--- src/rtl/mem_dump_tx_pkg.sv ---
// Shared types and constants for the memory dump transmitter.
// Holds the FSM state enum, frame/memory sizes and the default bit time.
package mem_dump_tx_pkg;

    localparam int DEF_CLKS_PER_BIT = 434;
    localparam int FRAME_LEN        = 18;
    localparam int MEM_DEPTH        = 16;
    localparam int ADDR_W           = 4;

    typedef enum logic [2:0] {
        IDLE,
        LOAD_HDR,
        FETCH,
        WAIT_RD,
        SEND,
        SEND_SUM,
        FINISH
    } state_t;

endpackage

--- src/rtl/uart_tx_byte.sv ---
// 8N1 byte serializer: start bit, 8 data bits LSB first, stop bit.
// Ports: clk, rst (sync, active-high), load/data in, ready/txd out.
module uart_tx_byte
    import mem_dump_tx_pkg::*;
#(
    parameter int CLKS_PER_BIT = DEF_CLKS_PER_BIT
) (
    input  logic       clk,
    input  logic       rst,
    input  logic       load,
    input  logic [7:0] data,
    output logic       ready,
    output logic       txd
);

    localparam int CW = (CLKS_PER_BIT > 1) ? $clog2(CLKS_PER_BIT) : 1;
    localparam logic [CW-1:0] CNT_LAST = CW'(CLKS_PER_BIT - 1);

    logic          active_q, active_d;
    logic [9:0]    shift_q, shift_d;
    logic [3:0]    bit_q, bit_d;
    logic [CW-1:0] cnt_q, cnt_d;

    always_comb begin
        active_d = active_q;
        shift_d  = shift_q;
        bit_d    = bit_q;
        cnt_d    = cnt_q;
        if (!active_q) begin
            if (load) begin
                active_d = 1'b1;
                shift_d  = {1'b1, data, 1'b0};
                bit_d    = 4'd0;
                cnt_d    = '0;
            end
        end else if (cnt_q == CNT_LAST) begin
            cnt_d   = '0;
            // Shift in ones so the line rests high after the stop bit.
            shift_d = {1'b1, shift_q[9:1]};
            if (bit_q == 4'd9) begin
                active_d = 1'b0;
            end else begin
                bit_d = bit_q + 4'd1;
            end
        end else begin
            cnt_d = cnt_q + CW'(1);
        end
    end

    always_ff @(posedge clk) begin
        if (rst) begin
            active_q <= 1'b0;
            shift_q  <= '1;
            bit_q    <= 4'd0;
            cnt_q    <= '0;
        end else begin
            active_q <= active_d;
            shift_q  <= shift_d;
            bit_q    <= bit_d;
            cnt_q    <= cnt_d;
        end
    end

    assign ready = !active_q;
    assign txd   = active_q ? shift_q[0] : 1'b1;

endmodule

--- src/rtl/mem_dump_tx.sv ---
// Dumps 16 memory bytes over UART as HEADER, data[0..15], CHECKSUM.
// Ports: CLOCK_50, rst, start, mem_addr/mem_data, UART_TXD, busy, done.
module mem_dump_tx
    import mem_dump_tx_pkg::*;
#(
    parameter int          CLKS_PER_BIT = DEF_CLKS_PER_BIT,
    parameter logic [7:0]  HEADER       = 8'hA5
) (
    input  logic              CLOCK_50,
    input  logic              rst,
    input  logic              start,
    output logic [ADDR_W-1:0] mem_addr,
    input  logic [7:0]        mem_data,
    output logic              UART_TXD,
    output logic              busy,
    output logic              done
);

    localparam logic [ADDR_W-1:0] LAST_ADDR = ADDR_W'(MEM_DEPTH - 1);

    state_t            state_q, state_d;
    logic [ADDR_W-1:0] addr_q, addr_d;
    logic [7:0]        sum_q, sum_d;
    logic [7:0]        data_q, data_d;
    logic              have_q, have_d;
    logic              sum_sent_q, sum_sent_d;

    logic       ser_load;
    logic [7:0] ser_data;
    logic       ser_ready;
    logic       ser_txd;

    always_ff @(posedge CLOCK_50) begin
        if (rst) begin
            state_q <= IDLE;
        end else begin
            state_q <= state_d;
        end
    end

    always_comb begin
        state_d = state_q;
        unique case (state_q)
            IDLE:     if (start) state_d = LOAD_HDR;
            LOAD_HDR: state_d = FETCH;
            FETCH:    state_d = WAIT_RD;
            WAIT_RD:  if (have_q && ser_ready) state_d = SEND;
            SEND:     state_d = (addr_q != LAST_ADDR) ? FETCH : SEND_SUM;
            SEND_SUM: if (sum_sent_q && ser_ready) state_d = FINISH;
            FINISH:   state_d = IDLE;
            default:  state_d = IDLE;
        endcase
    end

    // The header is loaded straight from IDLE so its start bit appears
    // on the same edge that raises busy.
    always_comb begin
        ser_load = 1'b0;
        ser_data = data_q;
        busy     = 1'b1;
        done     = 1'b0;
        unique case (state_q)
            IDLE: begin
                busy     = 1'b0;
                ser_load = start;
                ser_data = HEADER;
            end
            WAIT_RD:  ser_load = have_q && ser_ready;
            SEND_SUM: begin
                ser_load = !sum_sent_q && ser_ready;
                ser_data = sum_q;
            end
            FINISH: begin
                busy = 1'b0;
                done = 1'b1;
            end
            default: ;
        endcase
    end

    // Data is captured once on the first WAIT_RD cycle; later changes
    // on mem_data cannot alter the byte or the checksum.
    always_comb begin
        addr_d     = addr_q;
        sum_d      = sum_q;
        data_d     = data_q;
        have_d     = have_q;
        sum_sent_d = sum_sent_q;
        unique case (state_q)
            IDLE: begin
                addr_d     = '0;
                sum_d      = '0;
                have_d     = 1'b0;
                sum_sent_d = 1'b0;
            end
            FETCH: have_d = 1'b0;
            WAIT_RD: begin
                if (!have_q) begin
                    data_d = mem_data;
                    sum_d  = sum_q + mem_data;
                    have_d = 1'b1;
                end
            end
            SEND: begin
                if (addr_q != LAST_ADDR) addr_d = addr_q + 1'b1;
            end
            SEND_SUM: begin
                if (ser_ready && !sum_sent_q) sum_sent_d = 1'b1;
            end
            default: ;
        endcase
    end

    always_ff @(posedge CLOCK_50) begin
        if (rst) begin
            addr_q     <= '0;
            sum_q      <= '0;
            data_q     <= '0;
            have_q     <= 1'b0;
            sum_sent_q <= 1'b0;
        end else begin
            addr_q     <= addr_d;
            sum_q      <= sum_d;
            data_q     <= data_d;
            have_q     <= have_d;
            sum_sent_q <= sum_sent_d;
        end
    end

    uart_tx_byte #(
        .CLKS_PER_BIT(CLKS_PER_BIT)
    ) u_ser (
        .clk   (CLOCK_50),
        .rst   (rst),
        .load  (ser_load),
        .data  (ser_data),
        .ready (ser_ready),
        .txd   (ser_txd)
    );

    assign mem_addr = addr_q;
    assign UART_TXD = ser_txd;

endmodule

--- config.mk ---
export PLATFORM = sky130hd
export DESIGN_NAME = mem_dump_tx
export DESIGN_NICKNAME = d
export VERILOG_FILES = /design/src/rtl/mem_dump_tx_pkg.sv /design/src/rtl/uart_tx_byte.sv /design/src/rtl/mem_dump_tx.sv
export SDC_FILE = /design/constraint.sdc
export NUM_CORES = 1
export LEC_CHECK = 0
export CAP_MARGIN = 20
export CORE_UTILIZATION = 41
export CTS_CLUSTER_DIAMETER = 50
export CTS_CLUSTER_SIZE = 25
export DETAILED_ROUTE_END_ITERATION = 6
export SLEW_MARGIN = 20
export SYNTH_ARGS = -nofsm -noshare
export SYNTH_HDL_FRONTEND = slang
export SYNTH_SLANG_ARGS = --single-unit
--- constraint.sdc ---
create_clock -name CLOCK_50 -period 2.27 [get_ports CLOCK_50]
set_input_delay 0.5675 -clock CLOCK_50 [delete_from_list [all_inputs] [get_ports CLOCK_50]]
set_output_delay 0.5675 -clock CLOCK_50 [all_outputs]
set_load 0.05 [all_outputs]
==> results of run 1 <==
[repair_timing]
item                       CTS  global route
buffers inserted             0             2
pin swaps                    1             8
setup endpoints to repair    1             3
cloned                       0             0
resized for setup            2             7
[power breakdown]
group | switching, uW | internal, uW
registers | 51.7 | 892
clock network | 296 | 326
logic | 298 | 218
total | 646 | 1440
[synthesized netlist by cell type, types with 2 or more instances]
cell	n
or2_2	2
nand3_1	10
a21o_1	2
xnor2_1	2
a31o_2	2
nor2_1	39
o22ai_1	4
xor2_1	3
and3_1	4
a41oi_1	2
a211o_1	5
dfxtp_1	48
a22oi_1	5
inv_1	10
or3_1	4
o21ai_0	17
nor3_1	10
nand2_1	36
nor4_1	2
a21oi_1	35
nor2b_1	3
nand2b_1	4
ha_1	12
nand3b_1	2
a22o_1	3
nand4_1	3
nor3b_1	2
a221oi_1	5
buf_6	5
a31oi_1	5
a311oi_1	7
clkbuf_1	15
a211oi_1	8
o31ai_1	2
[worst paths after layout]
| check | end | slack (ps) | cells after the start |
|---|---|---|---|
| setup reg to reg | u_ser.shift_q[2] | 290 | 8 |
| setup / recovery | sum_q[7] | 100 | 8 |
| hold / removal | u_ser.shift_q[0] | 430 | 2 |
| hold reg to reg | u_ser.shift_q[0] | 430 | 2 |
[flip-flops by register name, indices dropped and copies added (netlist names)]
signal,cells
u_ser.bit_q,4
data_q,8
mem_addr,4
u_ser.active_q,1
sum_sent_q,1
sum_q,8
u_ser.cnt_q,9
have_q,1
state_q,3
u_ser.shift_q,9
[per-layer routing]
metal | up-vias | part of all wire (%) | track usage (%)
met3 | 8 | 2.4 | 3.74
met4 | 0 | 1.2 | 5.17
met1 | 1165 | 47 | 23.9
met5 | - | 0 | 0
met2 | 34 | 49 | 33.0
li1 | 1273 | - | -
[critical path: stages]
cell             delay, ps
clkdlybuf4s50_1        440
ha_1                   350
o21ai_0                170
nor2_1                  60
a311oi_1               240
xor2_1                 120
or3_1                  310
a31oi_1                150
[through the flow]
step / total power, uW / setup slack [ps] / std cells / setup TNS, ps / hold WS [ps]
detailed placement: 1470 / -386 / 430 / -2400 / 423
finish: 2080 / 96.6 / 440 / 0 / 435
floorplan: 1320 / 178 / 334 / 0 / 406
CTS: 2100 / 12.3 / 438 / 0 / 440
global route: 2200 / -5.03 / 440 / -5.03 / 482
global placement: 1470 / -367 / 430 / -2180 / 417
[layout by cell type (no fill, tap or decap), drive strengths merged, types with 3 or more instances in the layout]
cell,n
dfxtp,48
nor2,39
nand2,37
a21oi,36
buf,28
o21ai,17
ha,12
clkdlybuf4s50,11
inv,10
nor3,10
nand3,10
a211oi,8
a311oi,7
a31oi,5
a221oi,5
a211o,5
a22oi,5
clkbuf,5
and3,4
nand2b,4
or3,4
o22ai,4
nand4,3
nor2b,3
xor2,3
a22o,3
dlymetal6s2s,3
or2,3
nor4,3
[cell families after synthesis]
kind of cell	count (synthesis)	synth area share, %
simple gates	129	23.6
compound gates	108	26.6
buf+inv	31	5.81
flops	48	36.0
xor+xnor	5	1.64
fa+ha+maj	13	6.38
[final cells by class]
cell class                 count  area [um2]  share of cell area (%)
clock buffer                   5        68.8                    2.16
clock inverter                 3        42.5                    1.33
inverter                      10        37.5                    1.18
multi-input combinational    255        1590                    49.8
sequential                    48         961                    30.1
tap                           77        96.3                    3.02
timing repair buffer          42         395                    12.4
==> run summary, run 1 <==
DRC: 0
routed wire length per instance: 13.9 um
post-route ant nets: 0
clk_lat worst skew: 300 ps
Slew HR: 63.3%
crit path capture type: flop
via/cell ratio: 5.64
Synth Flop Type: dfxtp_1
Hold Crit Start: u_ser.shift_q[0]
Fin. Hold Viols: 0
drt first pass iters: 4
WP data arrival: 2410 ps
R2R Path Start: u_ser.cnt_q[1]
worst min path class: reg2reg
Tot GR Track Use: 19.0%
number of synthesized flops with an enable pin: 0
fillcell total: 643
achievable frequency: 460 MHz
VDD IR max: 0.000271 V
post-synthesis cell area: 2670 um2
crit-path max FO: 4
hold buffers post-CTS: 0
most area-consuming cells after synthesis: dfxtp_1 (36%), a21oi_1 (6.6%), ha_1 (5.6%), nor2_1 (5.5%), nand2_1 (5.1%)
synth warn: 0
# setup viols final: 0
port bufs: 17
Final Cell Area: 3190 um2
fraction of layout cells with a size suffix above 1: 14.0%
Yosys top cell by area: dfxtp_1
Synth Instances: 334
GRT Residual Overflow: 0
H-tree levels: 2
Worst Max-Slew Pin Slew: 547 ps
Root Driver: clkbuf_8
final net count: 386
DR iter-0 viols: 128
Leakage: 0.00118 uW
status: finished, final reports clean
Core Util, Final: 50.6%
largest net degree at the start of global routing: 51
Worst Skew: 6.16 ps
synthesized flop and latch total: 48
GPL Wtd Cong: 0.813
syn_nets: 358
number of max-cap violations: 0
DIE HEIGHT: 82.7 um
row cnt: 29
Worst Setup SP: mem_data[5]
maximum clock path buffer count: 2
ys async rst share: 0%
TritonCTS clock tree: yes
Initial Utilization: 42.3%
crit path launch type: primary input
P&R area growth vs syn: 19.6%
Worst-path clk slew: 90 ps
Die X: 82.7 um
crit path kind: in2reg
share of the synthesized area in the top cell type: 36.0%
vias in the first global route: 2,158
clk sinks: 48
DPL Wire Length: 4.36 mm
die area: 6840 um2
global-route wire length before repair: 9.97 mm
Ports: 18
sequential element share of the synthesized area: 36.0%
fin. max-slew vios: 0
Tmin final: 2170 ps
placed instance area: 3020 um2
syn avg cell area: 7.99 um2
core area: 6310 um2
wirelength, routed: 6.11 mm
initial antenna violation count: 0
period utilisation layout: 95.7%
detailed-route via count: 2,480
number of CTS-inserted buffers: 5
diode count: 0
data required time at the worst endpoint: 2500 ps
Power Density: 652 nW/um2
Yosys cell types: 50
(Power assumes the default switching activity.)
==> inputs of run 2 (changes only) <==
Settings changed: CTS_CLUSTER_SIZE 25 to not set.
==> results of run 2 <==
No change in the layout: final DEF, timing and power equal those of run 1.
==> patch 1: new RTL, flow settings as in run 2 <==
`DEF_CLKS_PER_BIT`: 434 -> 108.
--- a/src/rtl/mem_dump_tx_pkg.sv
+++ b/src/rtl/mem_dump_tx_pkg.sv
@@ -3,5 +3,5 @@
 package mem_dump_tx_pkg;
 
-    localparam int DEF_CLKS_PER_BIT = 434;
+    localparam int DEF_CLKS_PER_BIT = 108;
     localparam int FRAME_LEN        = 18;
     localparam int MEM_DEPTH        = 16;
Check against the original RTL: no difference found for any inputs over 10 cycles, from zero or initial values and one cycle with rst high; that may be too few to reach the edited logic, so the function may still have changed.
==> patch 1 against run 2 <==
- final area increased by 0.59%
- combinational power rose by 37%
- clock skew shrank 1.3 ps
- sequential cell count shrank 2
- register-to-register slack about the same
- largest power group unchanged
- cell count decreased by 0.91%
- total power rose by 3.8%
- setup slack got worse by 24 ps
- synthesized cell count shrank 3.3%
- global-route usage up 0.78 points
- wire length up 0.85%
- synthesized area is 3.2% lower
- clock power is 17% lower
==> patch 1: results <==
[worst_setup_path]
crit_arrival_ps = 2380
timing.rr.start = "sum_q[1]$_SDFFE_PP0P_"
reg2reg_to = "sum_q[7]$_SDFFE_PP0P_"
cp_max_fo = 3
slowest_delay_ps = 420

[global_routing]
grt_use_met1 = 0.261
grt_use_met3 = 0.0315
grt_usage = 0.198
grt_start_max_net_pins = 23
grt_pass1_wl_um = 10200
grt_pass1_vias = 2226
use_met2 = 0.333

[place]
place_congestion = 0.776
hpwl_um = 4400
place_inst = 428

[route]
drtIter0Drc = 171
vias = 2468

[pwr]
leakagePower_nw = 1.22
ir_drop_mv = 0.479
switching_share = 0.341

[synth]
ys_top_cells_by_count = "dfxtp_1 (46), nand2_1 (33), a21oi_1 (32)"
yosysSeqAreaShare = 0.357
synthCells = 323
netlist_top_cells_area = "dfxtp_1 (36%), a21oi_1 (6.2%), ha_1 (5.3%)"
synthesis.nets = 346

[finish]
fin_nets = 383
reg.largest.list = "u_ser.shift_q: 9 flops, data_q: 8 flops, sum_q: 8 flops"
layout-drive-gt1-share = 0.163

[timing]
hold_ws_ps = 470
slew_headroom = 0.602

[run_status]
status = "finished clean"
-- patch 1: worst max path at each step --
stage	end	cells after the start	slack (ps)	from
4_1_cts	sum_q[6]$_SDFFE_PP0P_	9	0.08	mem_data[0]
3_5_place_dp	sum_q[7]$_SDFFE_PP0P_	7	-430	mem_data[1]
3_3_place_gp	sum_q[7]$_SDFFE_PP0P_	7	-390	mem_data[1]
6_report	sum_q[7]$_SDFFE_PP0P_	7	70	mem_data[4]
5_1_grt	sum_q[7]$_SDFFE_PP0P_	7	-30	mem_data[4]
2_1_floorplan	done	4	150	state_q[2]$_SDFFE_PP0P_
-- patch 1: per-layer routing --
metal  vias to the layer above  wire length (um)  share of wire
li1                       1255                 -              -
met1                      1170              3010           0.49
met2                        36              2890           0.47
met3                         7               212          0.034
met4                         0                55         0.0089
met5                         -                 0              0
-- patch 1: what timing repair did --
| action | 4_1_cts | 5_1_grt |
|---|---|---|
| endpoints found under the setup margin | 2 | 2 |
| resized for setup | 4 | 10 |
| pin swaps | 4 | 7 |
-- patch 1: cells by family after synthesis --
| kind of cell | after synthesis | synth area share |
|---|---|---|
| AOI/OAI and AO/OA | 105 | 0.269 |
| xor gates and xnor gates | 3 | 0.0102 |
| and+or+nand+nor | 118 | 0.232 |
| DFF | 46 | 0.357 |
| buffers and inverters | 35 | 0.0543 |
| muxes | 4 | 0.0170 |
| adders and majority gates | 12 | 0.0610 |
-- patch 1: cell type report --
| cell class | instances | area share |
|---|---|---|
| clock buffer | 7 | 0.0269 |
| clock inverter | 1 | 0.00156 |
| inverter | 16 | 0.0187 |
| multi-input combinational | 242 | 0.498 |
| sequential | 46 | 0.287 |
| tap | 75 | 0.0292 |
| timing repair buffer | 49 | 0.139 |
-- patch 1: worst min-delay path: stages (launching register included) --
cell and delay [ps]:
dfxtp_1 320, nand2_1 50, nand3_1 60
-- patch 1: stage by stage --
step	area (um2)	total power, mW
detailed placement	3040	1.65
global placement	3040	1.64
global route	3210	2.31
finish	3210	2.16
floorplan	2590	1.40
CTS	3150	2.18
-- patch 1: power groups by stage --
| stage | logic (mW) | registers [mW] | clock network (mW) |
|---|---|---|---|
| finish | 0.705 | 0.938 | 0.519 |
| global route | 0.783 | 0.949 | 0.574 |
| CTS | 0.699 | 0.937 | 0.541 |
| detailed placement | 0.693 | 0.955 | 0 |
| global placement | 0.691 | 0.954 | 0 |
| floorplan | 0.479 | 0.924 | 0 |
==> patch 2: new RTL, config.mk and constraints of run 2 <==
Without the edit above. Encoding of `state_t`: now Gray code (3 bits for 7 states).
--- a/src/rtl/mem_dump_tx_pkg.sv
+++ b/src/rtl/mem_dump_tx_pkg.sv
@@ -9,11 +9,11 @@
 
     typedef enum logic [2:0] {
-        IDLE,
-        LOAD_HDR,
-        FETCH,
-        WAIT_RD,
-        SEND,
-        SEND_SUM,
-        FINISH
+        IDLE     = 3'b000,
+        LOAD_HDR = 3'b001,
+        FETCH    = 3'b011,
+        WAIT_RD  = 3'b010,
+        SEND     = 3'b110,
+        SEND_SUM = 3'b111,
+        FINISH   = 3'b101
     } state_t;
 
Check against the original RTL: same outputs for any inputs over 10 cycles, from zero or initial values and one cycle with rst high; not proved beyond that.
==> patch 2 against run 2 <==
- sequential cell count unchanged
- final area down 0.90%
- setup slack better by 4.2 ps
- die area down 1.4%
- core utilization up 1.6 points
- clock skew down 1.1 ps
- first-iteration DRC count down 3.9%
- synthesized area down 1.4%
- critical path depth unchanged
- wire length down 3.8%
- total power down 4.7%
==> patch 2: results <==
[synth]
yosysTopAreaCellShare = 0.365
synth_mux_area_frac = 0.0119
synthesis.nets = 348
ys_top_cells_by_count = "nand2_1 (49), dfxtp_1 (48), a21oi_1 (40)"
synth_compound_area_frac = 0.225
netlist_top_cells_area = "dfxtp_1 (37%), a21oi_1 (7.6%), nand2_1 (7.0%)"
yosysSeqAreaShare = 0.365
synth.distinct_cells = 52
synthAdderAreaFrac = 0.0647
synthXorXnorAreaFrac = 0.0233

[route]
drtIter0Drc = 123
vias_per_cell = 5.40
wl_um = 5870

[worst_setup_path]
crit_arrival_ps = 2360
cp_max_fo = 2

[place]
hpwl_um = 4170
place_congestion = 0.842
post-place-ws_ps = -295

[pwr]
ir_drop_mv = 0.297
leakagePower_nw = 1.23

[timing]
tightest_slew_ps = 491
skew_ps = 5.07

[finish]
fin_nets = 381
layout-drive-gt1-share = 0.173
fillers = 590

[run_status]
status = "finished clean"

[global_routing]
grt_start_max_net_pins = 34
grt_usage = 0.198
grt_pass1_wl_um = 10100
grt_pass1_vias = 2186
-- patch 2: cells by family after synthesis --
family,after synthesis
AOI/OAI and AO/OA,89
DFF,48
xor gates and xnor gates,7
adders and majority gates,13
and+or+nand+nor,134
buffers and inverters,30
muxes,3
-- patch 2: critical path: stages --
cell	delay, ps
clkdlybuf4s50_1	430
ha_1	310
and2_1	180
a311oi_2	230
nand4b_1	130
mux2i_1	150
a21oi_1	60
mux2_1	310
-- patch 2: cell type report --
type,count,area [um2],area share
inverter,10,37.5,0.0119
clock buffer,6,72.6,0.0229
sequential,48,963,0.305
clock inverter,2,35.0,0.0111
tap,75,93.8,0.0297
timing repair buffer,46,408,0.129
multi-input combinational,246,1550,0.491
-- patch 2: through the flow --
step | cells | util | TNS [ps] | instance area [um2]
floorplan | 324 | - | 0 | 2630
global placement | 424 | 0.499 | -812 | 3030
detailed placement | 424 | 0.499 | -963 | 3030
CTS | 432 | 0.517 | 0 | 3130
global route | 433 | 0.522 | 0 | 3160
finish | 433 | 0.522 | 0 | 3160
-- patch 2: layer usage --
metal  GRT usage  vias to the layer above  wire length (um)
met1       0.258                     1091              2840
met5           0                        -                 0
met3      0.0396                        2               194
li1            -                     1210                 -
met4      0.0684                        0                40
met2       0.323                       34              2800
-- patch 2: repair_timing --
item,CTS,global route
buffers inserted,0,1
resized for setup,0,8
setup endpoints to repair,0,3
-- patch 2: final timing paths --
check                                      to  slack (ps)  cells past startpoint                         from
setup / recovery        sum_q[7]$_SDFFE_PP0P_         100                      8                  mem_data[5]
hold / removal         data_q[1]$_SDFFE_PP0P_         460                      2       data_q[1]$_SDFFE_PP0P_
setup reg to reg  u_ser.cnt_q[5]$_SDFFE_PP0P_         350                      7  u_ser.cnt_q[1]$_SDFFE_PP0P_
hold reg to reg        data_q[1]$_SDFFE_PP0P_         460                      2       data_q[1]$_SDFFE_PP0P_
-- patch 2: power by group --
group | internal [mW] | switching [mW] | total (mW)
logic | 0.188 | 0.246 | 0.434
clock network | 0.327 | 0.286 | 0.613
registers | 0.893 | 0.0429 | 0.936
